$ cat src/rtl/rng_arb_ctrl.sv
// Round-robin arbiter that hands out one LFSR word per grant, discarding
// decim_i extra LFSR steps before each delivery and applying non-zero seeds.
module rng_arb_ctrl #(
   parameter int NUM_REQ     = 4,
   parameter int DATA_WIDTH  = 32,
   parameter int DECIM_WIDTH = 4
) (
   input  logic                   clk_i,
   input  logic                   rst_n_i,
   input  logic                   en_i,
   input  logic [DECIM_WIDTH-1:0] decim_i,
   input  logic                   seed_wr_i,
   input  logic [DATA_WIDTH-1:0]  seed_dat_i,
   input  logic [NUM_REQ-1:0]     req_i,
   output logic [NUM_REQ-1:0]     gnt_o,
   output logic [DATA_WIDTH-1:0]  dat_o,
   output logic                   lfsr_adv_o,
   output logic                   lfsr_wr_o,
   output logic [DATA_WIDTH-1:0]  lfsr_dat_o,
   input  logic [DATA_WIDTH-1:0]  lfsr_dat_i,
   output logic                   busy_o
);

   localparam int IDX_W = $clog2(NUM_REQ);

   typedef enum logic [1:0] {IDLE, SEED, STEP, GRANT} state_e;

   state_e                 state_q, state_d;
   logic [IDX_W-1:0]       last_q, last_d;
   logic [DECIM_WIDTH-1:0] cnt_q, cnt_d;
   logic                   pend_q, pend_d;
   logic [DATA_WIDTH-1:0]  seed_q, seed_d;

   logic                   seed_ok;
   logic                   rr_found;
   logic [IDX_W-1:0]       rr_idx;

   assign seed_ok = seed_wr_i && (seed_dat_i != '0);

   // Scan offsets from farthest to nearest so the nearest requester after
   // last_q is the final assignment and therefore wins.
   always_comb begin
      int unsigned idx;
      rr_idx   = last_q;
      rr_found = 1'b0;
      for (int k = NUM_REQ; k >= 1; k--) begin
         idx = (int'(last_q) + k) % NUM_REQ;
         if (req_i[IDX_W'(idx)]) begin
            rr_idx   = IDX_W'(idx);
            rr_found = 1'b1;
         end
      end
   end

   // NOTE: every signal gets a default before the case so no path leaves it
   // unassigned; otherwise synthesis infers a latch to hold the old value.
   always_comb begin
      state_d = state_q;
      last_d  = last_q;
      cnt_d   = cnt_q;
      pend_d  = pend_q;
      seed_d  = seed_q;
      case (state_q)
         IDLE: begin
            if (pend_q || seed_ok) begin
               state_d = SEED;
            end else if (en_i && rr_found) begin
               state_d = STEP;
               last_d  = rr_idx;
               cnt_d   = decim_i;
            end
         end
         SEED: begin
            pend_d  = 1'b0;
            state_d = IDLE;
         end
         STEP: begin
            if (cnt_q == '0) state_d = GRANT;
            else             cnt_d   = cnt_q - 1'b1;
         end
         GRANT:   state_d = IDLE;
         default: state_d = IDLE;
      endcase
      // A fresh seed wins over the SEED-cycle clear, so back-to-back writes
      // are never lost.
      if (seed_ok) begin
         pend_d = 1'b1;
         seed_d = seed_dat_i;
      end
   end

   // NOTE: state registers use non-blocking assignments so every flop samples
   // the pre-edge values, independent of statement order.
   always_ff @(posedge clk_i) begin
      if (!rst_n_i) begin
         state_q <= IDLE;
         last_q  <= IDX_W'(NUM_REQ - 1);
         cnt_q   <= '0;
         pend_q  <= 1'b0;
         seed_q  <= '0;
      end else begin
         state_q <= state_d;
         last_q  <= last_d;
         cnt_q   <= cnt_d;
         pend_q  <= pend_d;
         seed_q  <= seed_d;
      end
   end

   // Outputs are held quiet while reset is asserted so an aborted GRANT
   // never leaks a grant in the reset cycle.
   assign busy_o     = rst_n_i && (state_q != IDLE);
   assign lfsr_adv_o = rst_n_i && (state_q == STEP);
   assign lfsr_wr_o  = rst_n_i && (state_q == SEED);
   assign lfsr_dat_o = (rst_n_i && state_q == SEED) ? seed_q : '0;
   assign gnt_o      = (rst_n_i && state_q == GRANT)
                       ? ({{(NUM_REQ-1){1'b0}}, 1'b1} << last_q) : '0;
   assign dat_o      = (rst_n_i && state_q == GRANT) ? lfsr_dat_i : '0;

endmodule
$ cat config.mk
export PLATFORM = sky130hd
export DESIGN_NAME = rng_arb_ctrl
export DESIGN_NICKNAME = d
export VERILOG_FILES = /design/src/rtl/rng_arb_ctrl.sv
export SDC_FILE = /design/constraint.sdc
export NUM_CORES = 1
export LEC_CHECK = 0
export ABC_AREA = 1
export BUFFER_PORTS_ARGS = -buffer_cell sky130_fd_sc_hd__buf_2
export CORE_ASPECT_RATIO = 0.75
export CORE_MARGIN = 4
export CORE_UTILIZATION = 45
export CTS_BUF_LIST = sky130_fd_sc_hd__clkbuf_4
export CTS_CLUSTER_DIAMETER = 200
export DETAILED_ROUTE_END_ITERATION = 7
export PLACE_DENSITY = 0.94
export SYNTH_ARGS = -nofsm -noshare
export SYNTH_HDL_FRONTEND = slang
export SYNTH_SLANG_ARGS = --single-unit
$ cat constraint.sdc
create_clock -name clk_i -period 1.9 [get_ports clk_i]
set_input_delay 0.095 -clock clk_i [delete_from_list [all_inputs] [get_ports clk_i]]
set_output_delay 0.095 -clock clk_i [all_outputs]
set_load 0.05 [all_outputs]
=== Yosys cells after proc, flatten, opt, wreduce, memory -nomap -nowiden ===
Index checks and enable logic that the tools add are counted.

* Bits in registers: 41
* Bits of input ports: 76
* Logic and storage cells: 71

* Shifts and indexed selects: 1
* Bitwise gates (word level): 1
* Muxes and demuxes: 29
* Order comparisons: 4
* Add/subtract/negate cells: 5
* Reduce and logical (&&, ||, !) cells: 18
* Eq/ne operators: 8

{| class="wikitable"
|+ Operators by type and width
! cell !! count
|-
| $mux W32 || 2
|-
| $reduce_bool A32 Y1 || 1
|-
| $mux W4 || 4
|-
| $mux W2 || 7
|-
| $lt A2 B3 Y1 const B || 4
|-
| $mux W1 || 10
|-
| $bmux W1 S2 || 4
|-
| $ne A2 B2 Y1 const B || 4
|-
| $pmux W4 S2 || 1
|-
| $reduce_and A4 Y1 || 2
|-
| $logic_and A1 B1 Y1 || 6
|-
| $pmux W2 S3 || 1
|-
| $reduce_bool A2 Y1 || 3
|-
| $add A2 B1 Y2 const B || 2
|-
| $add A2 B2 Y2 const B || 2
|-
| $eq A2 B2 Y1 const B || 2
|-
| $logic_not A4 Y1 || 1
|-
| $reduce_bool A4 Y1 || 1
|-
| $shl A1 B2 Y4 const A || 1
|-
| $sub A4 B1 Y4 const B || 1
|-
| $ne A3 B3 Y1 const B || 1
|-
| $eq A2 B1 Y1 const B || 1
|-
| $logic_not A2 Y1 || 1
|-
| $reduce_and A2 Y1 || 1
|-
| other kinds (3) || 3
|}

=== Depth between registers and ports, before layout ===
Gate-level depths: netlist of the first run.

* Depth in word-level cells: 11
* Depth in mapped cells: 14
* Depth with buffers taken out: 14

=== Worst setup path after synthesis of the first run ===
Ideal clock, no wire load.

* Path kind: reg-to-output
* Start point: register state_q[1]
* End point: output port lfsr_dat_o[10]
* Data arrival time: 2236 ps
* Stages on the path, launching flop included: 7
* Data required time: 1805 ps
* Slack: -431 ps
* Cells stage by stage: dfxtp_1 inv_1 nand2_1 nor2_1 inv_1 clkbuf_1 nor2_1

* Word-level cells in the longest chain between the ends: 3

{| class="wikitable"
|+ Ends and longest elaborated chain
! what !! RTL line !! RTL
|-
| from (decl) || 28 || <nowiki>state_e state_q, state_d;</nowiki>
|-
| from (signal assigned) || 102 || <nowiki>state_q <= state_d;</nowiki>
|-
| $eq A2 B1 Y1 || - ||
|-
| $logic_and A1 B1 Y1 || - ||
|-
| net lfsr_wr_o || 18 || <nowiki>output logic lfsr_wr_o,</nowiki>
|-
| $mux W32 || 115 || <nowiki>assign lfsr_dat_o = (rst_n_i && state_q == SEED) ? seed_q : '0;</nowiki>
|-
| to (decl) || 19 || <nowiki>output logic [DATA_WIDTH-1:0] lfsr_dat_o,</nowiki>
|}

The timed path passes the listed nets, and every way through them passes these cells.

=== Worst setup path in the final report of the first run ===
* Start point: register state_q[0]
* End point: output port lfsr_dat_o[24]

* Word-level cells in the longest chain between the ends: 3

{| class="wikitable"
|+ Ends and longest elaborated chain
! what !! RTL line
|-
| $eq A2 B1 Y1 || 115
|-
| $logic_and A1 B1 Y1 || 115
|-
| $mux W32 || 115
|}

No other way between the ends.

==> impl_metrics.tcl, run 1 <==
set metrics [dict create \
    outcome "finished, final reports clean" \
    syn_area_per_cell_sq_um 6.030 \
    fmax_mhz 558.4 \
    cts_buffers 5 \
    syn_area_sq_um 2442 \
    whs_path_depth 2 \
    placedCellCount 614 \
    worstMarginPinSlew_ns 0.3989 \
    worstHoldEndpoint "last_q[0]" \
    initial_utilization 0.4822 \
    synthArstFlopShare 0 \
    die_w_um 93.07 \
    whs_ns 0.03518 \
    yosysWarnings 0 \
    diodes 0 \
    die_area_sq_um 6682 \
    drt_first_iter_violations 109 \
    crit_path_start_kind "flop" \
    place_ws_ns 0.1692 \
    gr-usage-all-layers 0.2032 \
    gp_congestion 0.8327 \
    layout.nets 630 \
    worstPathMaxFanout 27 \
    crit_chain "nand2_1 -> nor2_2 -> inv_2 -> buf_12 -> nor2_2 -> buf_2" \
    wl_per_cell_um 11.27 \
    synth_cells 405 \
    period_needed_ns 1.791 \
    grt_max_degree 48 \
    hold_viol 0 \
    clock-sinks 41 \
    finClkSkew_ns 0.004695 \
    synth_top_area_cell "dfxtp_1" \
    gr-total-overflow 0 \
    setup.worst_path.class "reg -> out" \
    cellPowerDensity_nw_per_um2 672.9 \
    fillers 467 \
    max_slew_margin 0.7331 \
    crit_arrival_ns 1.70 \
    drive_gt1_frac 0.3855 \
    final-setup-viol-count 0 \
    cts_setup_buffers 0 \
    peakVddDrop_v 0.0004165 \
    final_common_cell "buf_2" \
    post-route-period-util 0.9425 \
    clk_latency_ns 0.34 \
    rrSetupSlack_ns 0.23 \
    hpwl_um 5708 \
    grt_pass1_wl_um 11200 \
    first_pass_iters 4 \
    p_total_mw 2.314 \
    synth-seq-area-share 0.3361 \
    hold_class "in -> reg" \
    cts_tree "done" \
    fin_util 0.6791 \
    cts-root-buf "clkbuf_4" \
    via_per_inst 4.532 \
    core_area_sq_um 5065 \
    ys_ff_latch 41 \
    final_area_sq_um 3440 \
    place_area_sq_um 3341 \
    htree_levels 2 \
    cp_slowest_cell "dfxtp_1" \
    synth-main-ff-cell "dfxtp_1" \
    clk_pin_slew_ns 0.12 \
    rsz0062_at_grt "false" \
    cp_slowest_stage_delay_ns 0.42 \
    layout_setup_ws_ns 0.1092 \
    cpMostUsedCell "nor2_2" \
    wl_um 7011 \
    r2r_end "cnt_q[0]" \
    cp-end-kind "output pin" \
    grt_pass1_vias 2624 \
    syn2layout_area_growth_pct 40.83 \
    final_cell_mix "buf_2, inv_1, nor2_1" \
    ant_nets 0 \
    final-seq-area_sq_um 820.8 \
    total_leakage_power_nw 1.970 \
    multi_input_area_sq_um 1313 \
    io_buffers 146 \
    reg2regPathDepth 14 \
    antenna_found_initial 0 \
    ios 147 \
    synth_edf_count 0 \
    r2r-start "last_q[1]" \
    timing.max_cap.violations 0 \
    via_count 2819 \
    synth_area_leaders "dfxtp_1, nor2_1, inv_1" \
    worstHoldStart "rst_n_i" \
    row_count 22 \
    fin_cells 622 \
    drv_slew 0 \
    syn_nets 486 \
    fin_setup_tns_ns 0 \
    die_h_um 71.80 \
    route.detailed.drc 0 \
    ys_types 21 \
    cp.required_ns 1.80 \
    cts_max_path_buffers 2 \
    synth_top_cell_area_share 0.3361 \
]
[repair_timing]
action,CTS,global route
gates resized for setup,0,5
hold buffers,0,0
setup endpoints to repair,0,28
[power breakdown]
group / leakage, nW / internal [mW] / switching [mW]
clock network: 0.0389 / 0.272 / 0.280
logic: 1.59 / 0.258 / 0.538
registers: 0.341 / 0.937 / 0.0288
total: 1.97 / 1.47 / 0.846
[worst max path at each step]
stage	from	endpoint	slack, ns
after floorplan	state_q[1]	lfsr_dat_o[10]	-0.04
after global placement	last_q[1]	cnt_q[1]	0.26
after detailed placement	last_q[1]	cnt_q[1]	0.17
after CTS	state_q[0]	lfsr_dat_o[0]	0.02
after global routing	state_q[0]	lfsr_dat_o[17]	0.01
final	state_q[0]	lfsr_dat_o[24]	0.11
[cell families after synthesis]
group | count (synthesis) | synth area share
DFF | 41 | 0.3361
adders and majority gates | 5 | 0.02561
AOI/OAI and AO/OA | 78 | 0.1639
buffers and inverters | 104 | 0.1665
and+or+nand+nor | 177 | 0.3079
[critical path, delay by kind of cell, from the launching register on]
kind	cells	cell delay [ns]
simple gates	3	0.36
flops	1	0.42
buf+inv	3	0.57
[layout make-up]
class	count	share of cell area
multi-input combinational	260	0.3816
inverter	87	0.09494
clock buffer	5	0.01091
timing repair buffer	154	0.2357
tap	72	0.02619
clock inverter	3	0.01200
sequential	41	0.2386
[cells in the mapped netlist, types with 4 or more instances]
cell type	n
nor2_1	103
inv_1	86
nand2_1	44
dfxtp_1	41
a21oi_1	37
o21ai_0	37
nand2_2	12
nand3_1	11
clkbuf_1	10
ha_1	5
buf_2	4
[flip-flops by register name (all words and copies together) (netlist names)]
name     flops
last_q       2
seed_q      32
cnt_q        4
pend_q       1
state_q      2
[metal layers]
metal / part of all wire / GRT usage
met5: 0 / 0
met4: 0.013 / 0.06016
met3: 0.059 / 0.04617
met2: 0.49 / 0.3631
met1: 0.43 / 0.2439
(Power assumes the default switching activity.)
==> inputs of run 2 (changes only) <==
- BUFFER_PORTS_ARGS: -buffer_cell sky130_fd_sc_hd__buf_2 -> default
- CORE_UTILIZATION: 45 -> 55
- DONT_BUFFER_PORTS: default -> 1
- PLACE_DENSITY: 0.94 -> 0.81
- SKIP_CTS_REPAIR_TIMING: default -> 1
==> impl_metrics.tcl, run 2 (same netlist as run 1, synthesis figures left out) <==
set metrics [dict create \
    fin_util 0.9033 \
    total_leakage_power_nw 1.837 \
    drive_gt1_frac 0.2754 \
    via_per_inst 5.442 \
    grt_pass1_vias 2685 \
    final_common_cell "inv_1" \
    cp_slowest_cell "dfxtp_2" \
    largestRegisters "seed_q (32), cnt_q (4)" \
    grt_max_degree 49 \
    cts_buffers 5 \
    cts_tree "done" \
    grt_pass1_wl_um 11750 \
    crit_family "simple AND/OR/NAND/NOR gates" \
    cp_slowest_stage_delay_ns 0.38 \
    worstMarginPinSlew_ns 0.4560 \
    period_needed_ns 1.834 \
    layout.nets 581 \
    cts-root-buf "clkbuf_4" \
    worstPathMaxFanout 7 \
    final-setup-viol-count 0 \
    clk_latency_ns 0.36 \
    r2r-start "last_q[0]" \
    core_area_sq_um 4154 \
    fin_cells 556 \
    diodes 0 \
    crit_arrival_ns 2.10 \
    cellPowerDensity_nw_per_um2 648.4 \
    die_w_um 84.95 \
    max_slew_margin 0.6949 \
    drv_slew 0 \
    cp.required_ns 2.16 \
    largest_register_ffs 32 \
    max_flop_register "seed_q" \
    fin_setup_tns_ns 0 \
    finClkSkew_ns 0.008215 \
    via_count 3026 \
    fmax_mhz 545.4 \
    clk_pin_slew_ns 0.13 \
    cts_max_path_buffers 2 \
    die_h_um 65.71 \
    ant_nets 0 \
    die_area_sq_um 5582 \
    fillers 185 \
    wl_um 9589 \
    io_buffers 0 \
    htree_levels 2 \
    peakVddDrop_v 0.0005019 \
    violations "negative hold slack" \
    worstHoldStart "seed_dat_i[22]" \
    timing.max_cap.violations 0 \
    gp_congestion 0.8157 \
    wl_per_cell_um 17.25 \
    syn2layout_area_growth_pct 53.64 \
    hpwl_um 5862 \
    gr-total-overflow 0 \
    row_count 20 \
    outcome "complete, but fails checks" \
    crit_path_start_kind "flop" \
    antenna_found_initial 0 \
    final-seq-area_sq_um 822.0 \
    initial_utilization 0.5880 \
    crit_chain "inv_4 -> ha_4 -> inv_1 -> nand3_1 -> nand2_1 -> nand2_1 -> inv_1 -> nand2_2 -> nand2_4 -> nand2_4 -> nand3_4 -> nand2_1 -> inv_1 -> nor2_1" \
    route.detailed.drc 0 \
    first_pass_iters 6 \
    startpoint "last_q[0]" \
    multi_input_area_sq_um 1313 \
    path_buf_inv 4 \
    drt_first_iter_violations 211 \
    clock-sinks 41 \
    hold_class "in -> reg" \
    gr-usage-all-layers 0.2625 \
    whs_ns -0.05597 \
    final_cell_mix "inv_1, nor2_1, buf_4" \
    hold_viol 8 \
    post-route-period-util 0.9650 \
    placedCellCount 521 \
    ios 147 \
    setup.worst_path.class "reg -> reg" \
    cp-end-kind "flop" \
]
-- run 2: cell types whose count changed in the layout (fill, tap and decap cells not counted), sizes merged --
| cell | previous run | this run |
|---|---|---|
| dlygate4sd3 | 0 | 26 |
| buf | 151 | 79 |
| clkbuf | 8 | 5 |
-- run 2: stage by stage --
stage / hold WS (ns) / power, mW / area (sq um) / setup slack [ns]
after detailed placement: 0.1962 / 1.749 / 3377 / 0.09086
after global placement: 0.1852 / 1.710 / 3377 / 0.2416
final: -0.05597 / 2.433 / 3752 / 0.06647
after CTS: -0.1749 / 2.308 / 3456 / 0.05865
after global routing: -0.005549 / 2.530 / 3752 / -0.03513
after floorplan: 0.2716 / 1.549 / 2520 / -0.04206
-- run 2: where the power goes --
group / internal [mW] / switching (mW)
Sequential: 0.938 / 0.0337
Combinational: 0.300 / 0.575
Clock: 0.273 / 0.314
Total: 1.51 / 0.922
-- run 2: worst register-to-register path, delay by kind of cell, from the launching register on --
kind          cells  cell delay [ns]
simple gates      9             0.75
fa+ha+maj         1             0.26
flops             1             0.38
buf+inv           4             0.35
-- run 2: path summary, 6_finish.rpt --
kind | endpoint | slack [ns] | cells past startpoint
setup / recovery | cnt_q[3] | 0.07 | 14
hold / removal | seed_q[22] | -0.06 | 2
setup reg to reg | cnt_q[3] | 0.07 | 14
hold reg to reg | seed_q[31] | 0.46 | 2
-- run 2: final cells by class --
type	count	share of cell area
clock inverter	3	0.01100
clock buffer	5	0.01000
inverter	87	0.08770
multi-input combinational	260	0.3498
tap	55	0.01834
timing repair buffer	105	0.3041
sequential	41	0.2191
-- run 2: metal layers --
layer / routed length (um) / vias to the layer above / track usage
li1: - / 1406 / -
met1: 3421 / 1398 / 0.2749
met2: 4941 / 184 / 0.4971
met3: 961 / 38 / 0.09148
met4: 265 / 0 / 0.07312
met5: 0 / - / 0
